===== config.mk =====
export PLATFORM = sky130hd
export DESIGN_NAME = spi2fifo_mc
export DESIGN_NICKNAME = d
export VERILOG_FILES = /design/src/rtl/spi2fifo_mc.sv
export SDC_FILE = /design/constraint.sdc
export NUM_CORES = 1
export LEC_CHECK = 0
export BUFFER_PORTS_ARGS = -buffer_cell sky130_fd_sc_hd__buf_2
export CAP_MARGIN = 20
export CORE_MARGIN = 3
export CORE_UTILIZATION = 55
export DETAILED_ROUTE_END_ITERATION = 10
export GPL_TIMING_DRIVEN = 0
export PLACE_DENSITY = 0.85
export SETUP_SLACK_MARGIN = 0.3
export SYNTH_ARGS = -nofsm -noshare
export SYNTH_HDL_FRONTEND = slang
export SYNTH_SLANG_ARGS = --single-unit

===== constraint.sdc =====
create_clock -name fifo_txc -period 2.04 [get_ports fifo_txc]
set_input_delay 0.408 -clock fifo_txc [delete_from_list [all_inputs] [get_ports fifo_txc]]
set_output_delay 0.408 -clock fifo_txc [all_outputs]
set_load 0.05 [all_outputs]

===== src/rtl/spi2fifo_mc.sv =====
// -----------------------------------------------------------------------------
// spi2fifo_mc
// Multi-chip ADC sample packer. On a frame strobe it snapshots one sample word
// per chip and writes it MSB-byte-first to FIFO_NUM parallel FIFOs. Each beat
// carries one byte lane per chip, with chip 0 in the top lane. A header beat
// can optionally be prepended to each frame. Frames that arrive while any FIFO
// is full are dropped, and the drops are counted.
//
// Ports
//   fifo_txc   in   clock
//   rst_n      in   asynchronous reset, active-low
//   fs         in   frame start (level), held high until fd is seen
//   fd         out  frame done (high while in DONE)
//   hdr_en     in   prepend header beat {8'hA5, frame_cnt}
//   chip_rxd   in   chip c sample at [c*8*SAMPLE_BYTES +: 8*SAMPLE_BYTES]
//   fifo_full  in   per-FIFO full flag
//   fifo_txen  out  per-FIFO write enable (all bits identical)
//   fifo_txd   out  write data, one byte lane per chip
//   frame_cnt  out  frames written (wraps)
//   drop_cnt   out  frames dropped (saturates)
// -----------------------------------------------------------------------------
module spi2fifo_mc #(
    parameter int CHIP_NUM     = 2,
    parameter int SAMPLE_BYTES = 2,
    parameter int FIFO_NUM     = 2,
    parameter int CNT_W        = 8
) (
    input  logic                             fifo_txc,
    input  logic                             rst_n,
    input  logic                             fs,
    output logic                             fd,
    input  logic                             hdr_en,
    input  logic [CHIP_NUM*8*SAMPLE_BYTES-1:0] chip_rxd,
    input  logic [FIFO_NUM-1:0]              fifo_full,
    output logic [FIFO_NUM-1:0]              fifo_txen,
    output logic [8*CHIP_NUM-1:0]            fifo_txd,
    output logic [CNT_W-1:0]                 frame_cnt,
    output logic [CNT_W-1:0]                 drop_cnt
);

    localparam int SW    = 8 * SAMPLE_BYTES;      // bits per chip sample
    localparam int DW    = 8 * CHIP_NUM;          // bits per beat
    localparam int HW    = 8 * (CHIP_NUM - 1);    // header count field width
    localparam int IDX_W = (SAMPLE_BYTES > 1) ? $clog2(SAMPLE_BYTES) : 1;
    localparam logic [IDX_W-1:0] IDX_TOP = IDX_W'(SAMPLE_BYTES - 1);

    typedef enum logic [2:0] {
        IDLE = 3'd0,
        WAIT = 3'd1,
        WORK = 3'd2,
        HEAD = 3'd3,
        DATA = 3'd4,
        DONE = 3'd5,
        DROP = 3'd6
    } state_t;

    state_t                   state_reg;
    logic [CHIP_NUM*SW-1:0]   snap_reg;
    logic [IDX_W-1:0]         idx_reg;        // byte index of the beat currently on fifo_txd
    logic [DW-1:0]            txd_reg;
    logic [CNT_W-1:0]         frame_cnt_reg;
    logic [CNT_W-1:0]         drop_cnt_reg;

    // Data for the beat that will be presented after the next edge. From WORK
    // the snapshot is being loaded on that same edge, so read chip_rxd
    // directly; otherwise read the held snapshot.
    logic [CHIP_NUM*SW-1:0]   beat_src;
    logic [IDX_W-1:0]         beat_idx;
    logic [DW-1:0]            beat_data;
    logic [HW-1:0]            hdr_cnt;
    logic [DW-1:0]            hdr_data;

    always_comb begin
        beat_src = (state_reg == WORK) ? chip_rxd : snap_reg;
        beat_idx = (state_reg == DATA) ? (idx_reg - IDX_W'(1)) : IDX_TOP;
    end

    genvar gi;
    generate
        for (gi = 0; gi < CHIP_NUM; gi++) begin : g_lane
            assign beat_data[8*(CHIP_NUM-gi)-1 -: 8] = beat_src[gi*SW + 8*int'(beat_idx) +: 8];
        end
    endgenerate

    // Header count field: truncate or zero-extend frame_cnt to HW bits.
    generate
        if (CNT_W >= HW) begin : g_hdr_trunc
            assign hdr_cnt = frame_cnt_reg[HW-1:0];
        end else begin : g_hdr_ext
            assign hdr_cnt = {{(HW-CNT_W){1'b0}}, frame_cnt_reg};
        end
    endgenerate

    assign hdr_data = {8'hA5, hdr_cnt};

    always_ff @(posedge fifo_txc or negedge rst_n) begin
        if (!rst_n) begin
            state_reg     <= IDLE;
            snap_reg      <= '0;
            idx_reg       <= '0;
            txd_reg       <= '0;
            frame_cnt_reg <= '0;
            drop_cnt_reg  <= '0;
        end else begin
            case (state_reg)
                IDLE: state_reg <= WAIT;
                WAIT: begin
                    if (!(|fifo_full)) begin
                        state_reg <= WORK;
                    end else if (fs) begin
                        state_reg <= DROP;
                        if (drop_cnt_reg != '1) begin
                            drop_cnt_reg <= drop_cnt_reg + CNT_W'(1);
                        end
                    end
                end
                WORK: begin
                    if (fs) begin
                        snap_reg <= chip_rxd;
                        idx_reg  <= IDX_TOP;
                        if (hdr_en) begin
                            state_reg <= HEAD;
                            txd_reg   <= hdr_data;
                        end else begin
                            state_reg <= DATA;
                            txd_reg   <= beat_data;
                        end
                    end
                end
                HEAD: begin
                    state_reg <= DATA;
                    txd_reg   <= beat_data;
                end
                DATA: begin
                    if (idx_reg == '0) begin
                        state_reg     <= DONE;
                        frame_cnt_reg <= frame_cnt_reg + CNT_W'(1);
                    end else begin
                        idx_reg <= idx_reg - IDX_W'(1);
                        txd_reg <= beat_data;
                    end
                end
                DONE: if (!fs) state_reg <= WAIT;
                DROP: if (!fs) state_reg <= WAIT;
                default: state_reg <= IDLE;
            endcase
        end
    end

    assign fd        = (state_reg == DONE);
    assign fifo_txen = {FIFO_NUM{(state_reg == HEAD) || (state_reg == DATA)}};
    assign fifo_txd  = txd_reg;
    assign frame_cnt = frame_cnt_reg;
    assign drop_cnt  = drop_cnt_reg;

endmodule


==> results.txt, run 1 <==
The flow ran to the end, and the final reports show no timing, DRC or antenna violations. Of the cells placed in the final design, the portion with a size suffix greater than 1 is 0.414. The count of nets left with antenna violations after detail routing is 0.

For this design the ratio of total power to cell area is 1750 nW/µm². The finished layout holds ~530 standard cells, fillers aside. The cell total after placement is about 490.

The number of clock sinks came out at 68. The average instance in the mapped netlist occupies about 10 µm². The detailed-routing iteration count for the pre-antenna-repair pass came out at 8. The relative slew slack came out at 0.436. The clock-pin slew reported for the worst setup and hold paths after clock tree synthesis is about 0.070 ns. The largest net degree at the start of global routing is about 70. The switching part of the total power came out at 0.463.

The number of I/O port buffers came out at approximately 70. The final number of setup-violating endpoints is 0. For this run, the number of Yosys warnings is 0. The net switching component of the power is ~3.8 mW. STA classifies the critical path endpoint as an output port.

The wire length of the first global-routing pass came out at ~16000 µm. The relative contribution of combinational cells to total power is 0.575. Synthesis produced ~340 cells. Of the total power, the clock network draws 0.124. In this run the register-to-register setup slack is around 0.21 ns. The startpoint of the worst-slack reg-to-reg timing path is state_reg[1].

Summed over all nets, the half-perimeter wirelength after detailed placement is between 6000 and 7000 µm. The maximum achievable frequency came out at between 0.4 and 0.5 GHz. The final weighted congestion in routability-driven placement came out at between 0.9 and 1.

The utilization of the core after routing came out at 0.772. The CTS tree is done. The total power is between 8 and 9 mW.

The number of design-rule violations left by the first detailed-router iteration is slightly below 600. The via count of the first global-routing pass came out at 3391. The total of hold buffers inserted after clock tree synthesis is 0. Across all layers, the routed design uses around 3500 vias.

The die height came out at roughly 86 µm. The initial core utilization is 0.582. At the placement stage, the worst setup path has a slack of -0.0261 ns.

Setup repair after global routing could not meet its margin everywhere. The width of the die is between 80 and 90 µm. The worst-case IR drop observed on VDD is roughly 0.0011 V. The area growth from synthesis to layout came out at 32.5%. The number of placement rows came out at 28. The root buffer cell is sky130_fd_sc_hd__clkbuf_8. The number of endpoints with negative hold slack in the final report was 0. In the finished design, the share of the clock period the worst path needs comes to 0.998. The internal power came out at between 4 and 5 mW. The number of antenna violations at the first check in global routing came out at 0. On the final layout, the worst clock skew is 0.00913 ns.

The cell leakage power is roughly 2.1 nW. The synthesized net count is roughly 380. The type of the tightest min-delay check is primary input to async pin. The flip-flop count of the largest register, all copies and words added is 32. The area of the mapped netlist came out at approximately 3500 µm². The async set-reset flop share out of synthesis came out at 1.00. Across the run, the number of max-cap violations was 0. The proportion of synthesized chip area in sequential cells came out at 0.482. The power share of the sequential group is 0.302. The die covers roughly 7400 µm². After detailed routing, the number of vias per cell comes to around 6.5.

The later pin in the worst-skew pair is clocked with a latency of ~0.36 ns. The depth of the CTS H-tree came out at 3. The worst setup path is launched from a flop. The number of primary I/O pins came out at 73. The setup slack of the critical path after layout is between 0.003 and 0.004 ns. The final routed wirelength across all metal layers came out at roughly 11000 µm. The number of buffers on the longest clock path came out at 2. Of all nets on the critical path, the largest fanout is 10. The final routed wire length divided by cell count came out at ~20 µm. The number of cells on the worst reg-to-reg path came out at 6. The number of nets in the layout came out at around 490. The number of buffers created by CTS came out at 9. The number of max-slew violations in the final report came out at 0. The number of flops mapped to enable cells by yosys came out at 0.

The synthesized netlist contains 50 unique library cells. For this run, the total global-route usage over all layers was measured as 0.289. The setup path with the least slack is of type flop to output port. The critical path starts at state_reg[1]. For the pin with the worst max-slew slack, the measured transition is 0.846 ns. The time the worst path needs with I/O delays and setup is between 2 and 2.5 ns. The number of inserted diodes came out at 0. After synthesis the netlist holds a flip-flop and latch count of 68.

The number of remaining DRC errors came out at 0. The worst endpoint data arrival time came out at 1.63 ns. Global routing finished with a remaining overflow of 0.

Among all flip-flop cells after synthesis, the most frequent one is sky130_fd_sc_hd__dfrtp_1. The core region area is around 6100 µm². For the worst setup path, the data required time is approximately 1.6 ns.
## synthesized netlist by cell type (all sizes together), types with 2 or more instances
library cell  instances  share of area
o32a                  4          0.011
nand2b                2         0.0035
nand4                 4         0.0071
a222oi               12          0.034
nor2b                17          0.031
clkbuf               13          0.014
a22o                  5          0.012
nand2                40          0.043
mux2                 32           0.10
and4                  2         0.0050
buf                  11          0.020
inv                  10          0.011
o2bb2ai               8          0.020
o32ai                 2         0.0050
ha                    2         0.0071
o21ai                24          0.034
o21a                  2         0.0043
xnor2                 7          0.017
nand3                 9          0.013
nor3b                 2         0.0057
dfrtp                68           0.48
o22ai                12          0.021
and3                  3         0.0053
a21o                  2         0.0043
nand3b                2         0.0043
nor2                 17          0.018
a21oi                12          0.017
## worst paths after layout
path / endpoint
min reg2reg: fifo_txd[8]
max reg2reg: drop_cnt[5]
max: fifo_txen[1]
max in group asynchronous: state_reg[0]
min: drop_cnt[3]
min in group fifo_txc: snap_reg[0]
## power by group through the flow
stage | Clock [mW] | Combinational, mW | Sequential, mW
global placement | 0 | 3.56 | 2.42
global route | 1.08 | 4.94 | 2.53
detailed placement | 0 | 3.68 | 2.45
floorplan | 0 | 1.97 | 3.18
finish | 1.02 | 4.72 | 2.47
CTS | 1.01 | 4.29 | 2.42
## placed cells by master, fill, tap and decap left out, types with 4 or more instances in the layout
| cell type | netlist | layout |
|---|---|---|
| sky130_fd_sc_hd__o32a_1 | 4 | 4 |
| sky130_fd_sc_hd__inv_1 | 10 | 9 |
| sky130_fd_sc_hd__buf_6 | 1 | 10 |
| sky130_fd_sc_hd__o21ai_0 | 24 | 19 |
| sky130_fd_sc_hd__nor2b_1 | 16 | 15 |
| sky130_fd_sc_hd__nand3_1 | 9 | 8 |
| sky130_fd_sc_hd__nand4_1 | 4 | 4 |
| sky130_fd_sc_hd__o2bb2ai_1 | 8 | 8 |
| sky130_fd_sc_hd__xnor2_1 | 7 | 7 |
| sky130_fd_sc_hd__a222oi_1 | 12 | 12 |
| sky130_fd_sc_hd__o22ai_1 | 12 | 12 |
| sky130_fd_sc_hd__buf_2 | 6 | 68 |
| sky130_fd_sc_hd__dfrtp_1 | 68 | 66 |
| sky130_fd_sc_hd__nand2_1 | 40 | 40 |
| sky130_fd_sc_hd__nor2_1 | 17 | 16 |
| sky130_fd_sc_hd__clkbuf_8 | 0 | 14 |
| sky130_fd_sc_hd__mux2_2 | 32 | 31 |
| sky130_fd_sc_hd__buf_4 | 4 | 31 |
| sky130_fd_sc_hd__o21ai_1 | 0 | 4 |
| sky130_fd_sc_hd__a21oi_1 | 12 | 12 |
| sky130_fd_sc_hd__a22o_1 | 5 | 4 |
| sky130_fd_sc_hd__buf_8 | 0 | 10 |
## area by class of cell
| type | count | area [µm²] |
|---|---|---|
| Multi-Input combinational cell | 239 | 1740 |
| Sequential cell | 68 | 1700 |
| Fill cell | 366 | 1380 |
| Timing Repair Buffer | 101 | 623 |
| Buffer | 24 | 297 |
| Clock buffer | 12 | 165 |
| Tap cell | 75 | 93.8 |
| Inverter | 11 | 45.0 |
| Clock inverter | 2 | 10.0 |
## kinds of logic after synthesis
group | after synthesis | share of synthesized area
buffers and inverters | 35 | 0.0461
flip-flops | 68 | 0.482
multiplexers | 32 | 0.102
AO/OA/AOI/OAI | 91 | 0.184
AND/OR/NAND/NOR | 106 | 0.159
XOR/XNOR | 8 | 0.0199
adder cells (fa/ha/maj) | 2 | 0.00709
## per-stage QoR
stage	setup TNS [ns]	cell area, µm²	hold WS (ns)
after floorplan	0	3550	0.112
after global placement	0	4000	0.485
after detailed placement	-0.0261	4000	0.485
after CTS	0	4510	0.188
after global routing	-0.0134	4680	0.218
final	0	4680	0.137
## critical path, stage by stage (launching register included)
cell and delay (ns):
sky130_fd_sc_hd__dfrtp_1 0.42, sky130_fd_sc_hd__nor2b_4 0.16, sky130_fd_sc_hd__clkbuf_8 0.17, sky130_fd_sc_hd__a22o_4 0.27, sky130_fd_sc_hd__buf_6 0.11, sky130_fd_sc_hd__buf_8 0.14
## layer usage
layer  part of all wire  vias up  routed length [µm]  GRT usage
li1                   -     1486                   -          -
met1               0.38     1645                4120      0.355
met2               0.47      270                5020      0.460
met3               0.11       65                1160     0.0672
met4              0.045        0                 480      0.178
met5                  0        -                   0          0
## timing repair
item | 4_1_cts | 5_1_grt
setup endpoints to repair | 37 | 49
buffers inserted | 15 | 13
gates resized for setup | 55 | 37
gates cloned | 1 | 0
pin swaps | 11 | 18
(Power assumes the default switching activity.)
==> run 2: changes to the inputs <==
--- a/config.mk
+++ b/config.mk
@@ -8,3 +8,3 @@
 export BUFFER_PORTS_ARGS = -buffer_cell sky130_fd_sc_hd__buf_2
-export CAP_MARGIN = 20
+export CAP_MARGIN = 5
 export CORE_MARGIN = 3
==> constraint.sdc (replaced) <==
create_clock -name fifo_txc -period 2.04 [get_ports fifo_txc]
set_input_delay 0.204 -clock fifo_txc [delete_from_list [all_inputs] [get_ports fifo_txc]]
set_output_delay 0.204 -clock fifo_txc [all_outputs]
set_load 0.05 [all_outputs]
==> run 2 against run 1 <==
  * Worst setup slack improved by 0.21 ns
  * Critical path type unchanged
  * Largest power group unchanged
  * Critical path depth unchanged
  * Utilization fell by 0.083 points
  * Worst hold slack worse by 0.063 ns
  * Clock power grew 16%
  * Register-to-register slack better by 0.02 ns
==> results.txt, run 2 (same netlist as run 1, synthesis figures left out) <==
The final routed wirelength across all metal layers is 10900 µm (+1.5%). The power density over cell area is 1790 nW/µm² (+1.8%). Setup repair after global routing could not meet its margin everywhere. The number of design-rule violations left by the first detailed-router iteration is 487 (-16%).

The wire length of the first global-routing pass is 16500 µm (+0.17%). In this run the clock root is driven by a sky130_fd_sc_hd__clkbuf_8. The depth of the CTS H-tree came out at 3 (unchanged). The die height came out at 86.1 µm (unchanged). The area growth from synthesis to layout is 32.4%.

The worst clock skew on the final layout is 0.00921 ns (+0.0000782 ns). The number of clock sinks is 68 (unchanged). The relative slew slack came to 0.416 (-0.0206).

The worst ir drop on vdd was 0.00102 V (-11%). Walking the worst path, the cells encountered are clkbuf_8 -> buf_8 -> a22o_4 -> buf_6 -> buf_8. The overall fraction of global-route tracks in use is 0.287 (-0.00192).

The flip-flop count of the largest register, all copies and words added came out at 32 (unchanged). The cell leakage power came to 2.14 nW (+0.11%). The maximum achievable frequency was 0.549 GHz (+12%). The number of endpoints with negative hold slack in the final report is 0 (unchanged).

The worst endpoint data arrival time came out at 1.62 ns (about the same). The number of placement rows is 28 (unchanged). The number of remaining DRC errors is 0 (unchanged). The time the worst path needs with I/O delays and setup is 1.82 ns (-0.214 ns).

The clock-pin slew reported for the worst setup and hold paths after clock tree synthesis is 0.07 ns (about the same). The number of inserted diodes came to 0 (unchanged). The max-capacitance violation count is 0 (unchanged). The kind of cell adding the most delay to the critical path is buffers and inverters.

The run finished with clean final reports. The width of the die came out at 86.1 µm (unchanged). The number of nets in the layout is 496 (+0.40%). The register-to-register setup slack is 0.23 ns (+0.02 ns). The class of the most critical setup path is flop to output port. The number of I/O port buffers is 72 (unchanged). The final weighted congestion in routability-driven placement is 0.926 (-3.0%). The initial core utilization is 0.582 (unchanged). The peak per-stage delay on the critical path was 0.46 ns (+0.04 ns). The largest fanout on the critical path came out at 10 (unchanged). The final routed wire length divided by cell count is 20.4 µm (+0.71%). The insertion delay of the later-clocked pin in the worst-skew pair came to 0.36 ns (about the same).

The total power came out at 8.34 mW (+1.7%). Leaving out fill and tap cells, the most frequent cell in the layout is sky130_fd_sc_hd__buf_2. The cell total after placement came out at 489 (unchanged).

The worst hold margin is 0.0736 ns (-0.0634 ns). The detailed-route vias per instance is 6.47 (-0.66%). The placed wire-length estimate after detailed placement came out at 6430 µm (+0.77%). The actual transition at the worst max-transition pin came to 0.877 ns (+0.0310 ns). The number of buffers created by CTS came out at 9 (unchanged).

Leaving out fill and tap cells, the most frequent cells in the layout are sky130_fd_sc_hd__buf_2, sky130_fd_sc_hd__dfrtp_1, sky130_fd_sc_hd__nand2_1. The share of the cycle needed by the critical path after routing was 0.893 (-0.105). The total negative slack for setup checks is 0 ns (unchanged). The total grt overflow is 0 (unchanged).

The non-filler instance count after layout is 536 (+0.75%). The fraction of layout cells with a size suffix above 1 came to 0.408 (-0.00576). The via count of the first global-routing pass came to 3422 (+0.91%). The number of buffer and inverter instances along the worst setup path came out at 4 (+1). The library cell contributing the largest single delay on the critical path is sky130_fd_sc_hd__dfrtp_2.

The die outline area is 7410 µm² (unchanged). The largest net degree at the start of global routing was 69 (unchanged). The number of vias after detailed routing came to 3469 (+0.087%). The detailed-routing iteration count for the pre-antenna-repair pass came out at 8 (unchanged). The core region area came to 6060 µm² (unchanged). The number of primary I/O pins came out at 73 (unchanged).

The count of nets left with antenna violations after detail routing was 0 (unchanged). The number of antenna violations at the first check in global routing is 0 (unchanged). The number of max-slew violations in the final report came to 0 (unchanged).

The required time reported for the critical path endpoint is 1.84 ns (+0.21 ns). TritonCTS built the clock tree. The final number of setup-violating endpoints is 0 (unchanged). STA classifies the critical path endpoint as an output port. The number of buffers on the longest clock path is 2 (unchanged). Among the stages of the critical path, the cell type that occurs most often is sky130_fd_sc_hd__buf_8. STA classifies the critical path startpoint as a flop.

The type of the tightest min-delay check is primary input to flop.
[run 2: changes by cell type in the layout (fill, tap and decap cells not counted), moves of 2 or more]
cell                         before  now
sky130_fd_sc_hd__buf_2           68   71
sky130_fd_sc_hd__buf_4           31   34
sky130_fd_sc_hd__buf_6           10    7
sky130_fd_sc_hd__buf_8           10    7
sky130_fd_sc_hd__clkinvlp_4       1    3
sky130_fd_sc_hd__o21ai_0         19   23
sky130_fd_sc_hd__o21ai_1          4    0
[run 2: per-layer routing]
metal	track usage	routed length, µm	up-vias
li1	-	-	1483
met1	0.370	4230	1645
met2	0.433	4980	271
met3	0.0759	1170	70
met4	0.174	557	0
met5	0	0	-
[run 2: stage by stage]
stage / area [µm²] / setup WS (ns) / util
6_report: 4670 / 0.217 / 0.771
5_1_grt: 4670 / 0.188 / 0.771
4_1_cts: 4530 / 0.253 / 0.747
3_5_place_dp: 4000 / 0.0536 / 0.659
3_3_place_gp: 3990 / 0.104 / 0.659
2_1_floorplan: 3540 / 0.304 / -
[run 2: path summary, 6_finish.rpt]
check	start	cells after the start	endpoint
setup / recovery	state_reg[0]	5	fifo_txen[1]
hold / removal	chip_rxd[22]	2	snap_reg[22]
setup reg to reg	state_reg[2]	6	drop_cnt[5]
hold reg to reg	frame_cnt[7]	1	frame_cnt[7]
max in group asynchronous	rst_n	2	state_reg[0]
min in group asynchronous	rst_n	2	drop_cnt[3]
[run 2: area by class of cell]
| class | instances | area (µm²) |
|---|---|---|
| repair buffers | 103 | 641 |
| clock buffers | 11 | 151 |
| clock inverters | 5 | 58.8 |
| plain buffers | 24 | 253 |
| fillers | 373 | 1390 |
| inverters | 11 | 45.0 |
| flip-flops and latches | 68 | 1700 |
| well taps | 75 | 93.8 |
| multi-input cells | 239 | 1730 |
[run 2: repair_timing]
action,4_1_cts,5_1_grt
cloned,0,1
setup buffers,17,12
pin swaps,3,15
hold buffers,1,0
resized for setup,48,28
hold endpoints to repair,10,0
endpoints found under the setup margin,37,45
[run 2: where the power goes]
group          internal (mW)  total (mW)  leakage (nW)  switching, mW
sequential              1.96        2.46         0.837          0.506
combinational           1.91        4.70          1.20           2.79
clock                  0.633        1.18         0.102          0.545
[run 2: worst register-to-register path: cells and delay by family, from the launching register on]
family / cells / cell delay [ns]
buffers and inverters: 2 / 0.31
multiplexers: 1 / 0.28
AND/OR/NAND/NOR: 3 / 0.73
flip-flops: 1 / 0.38
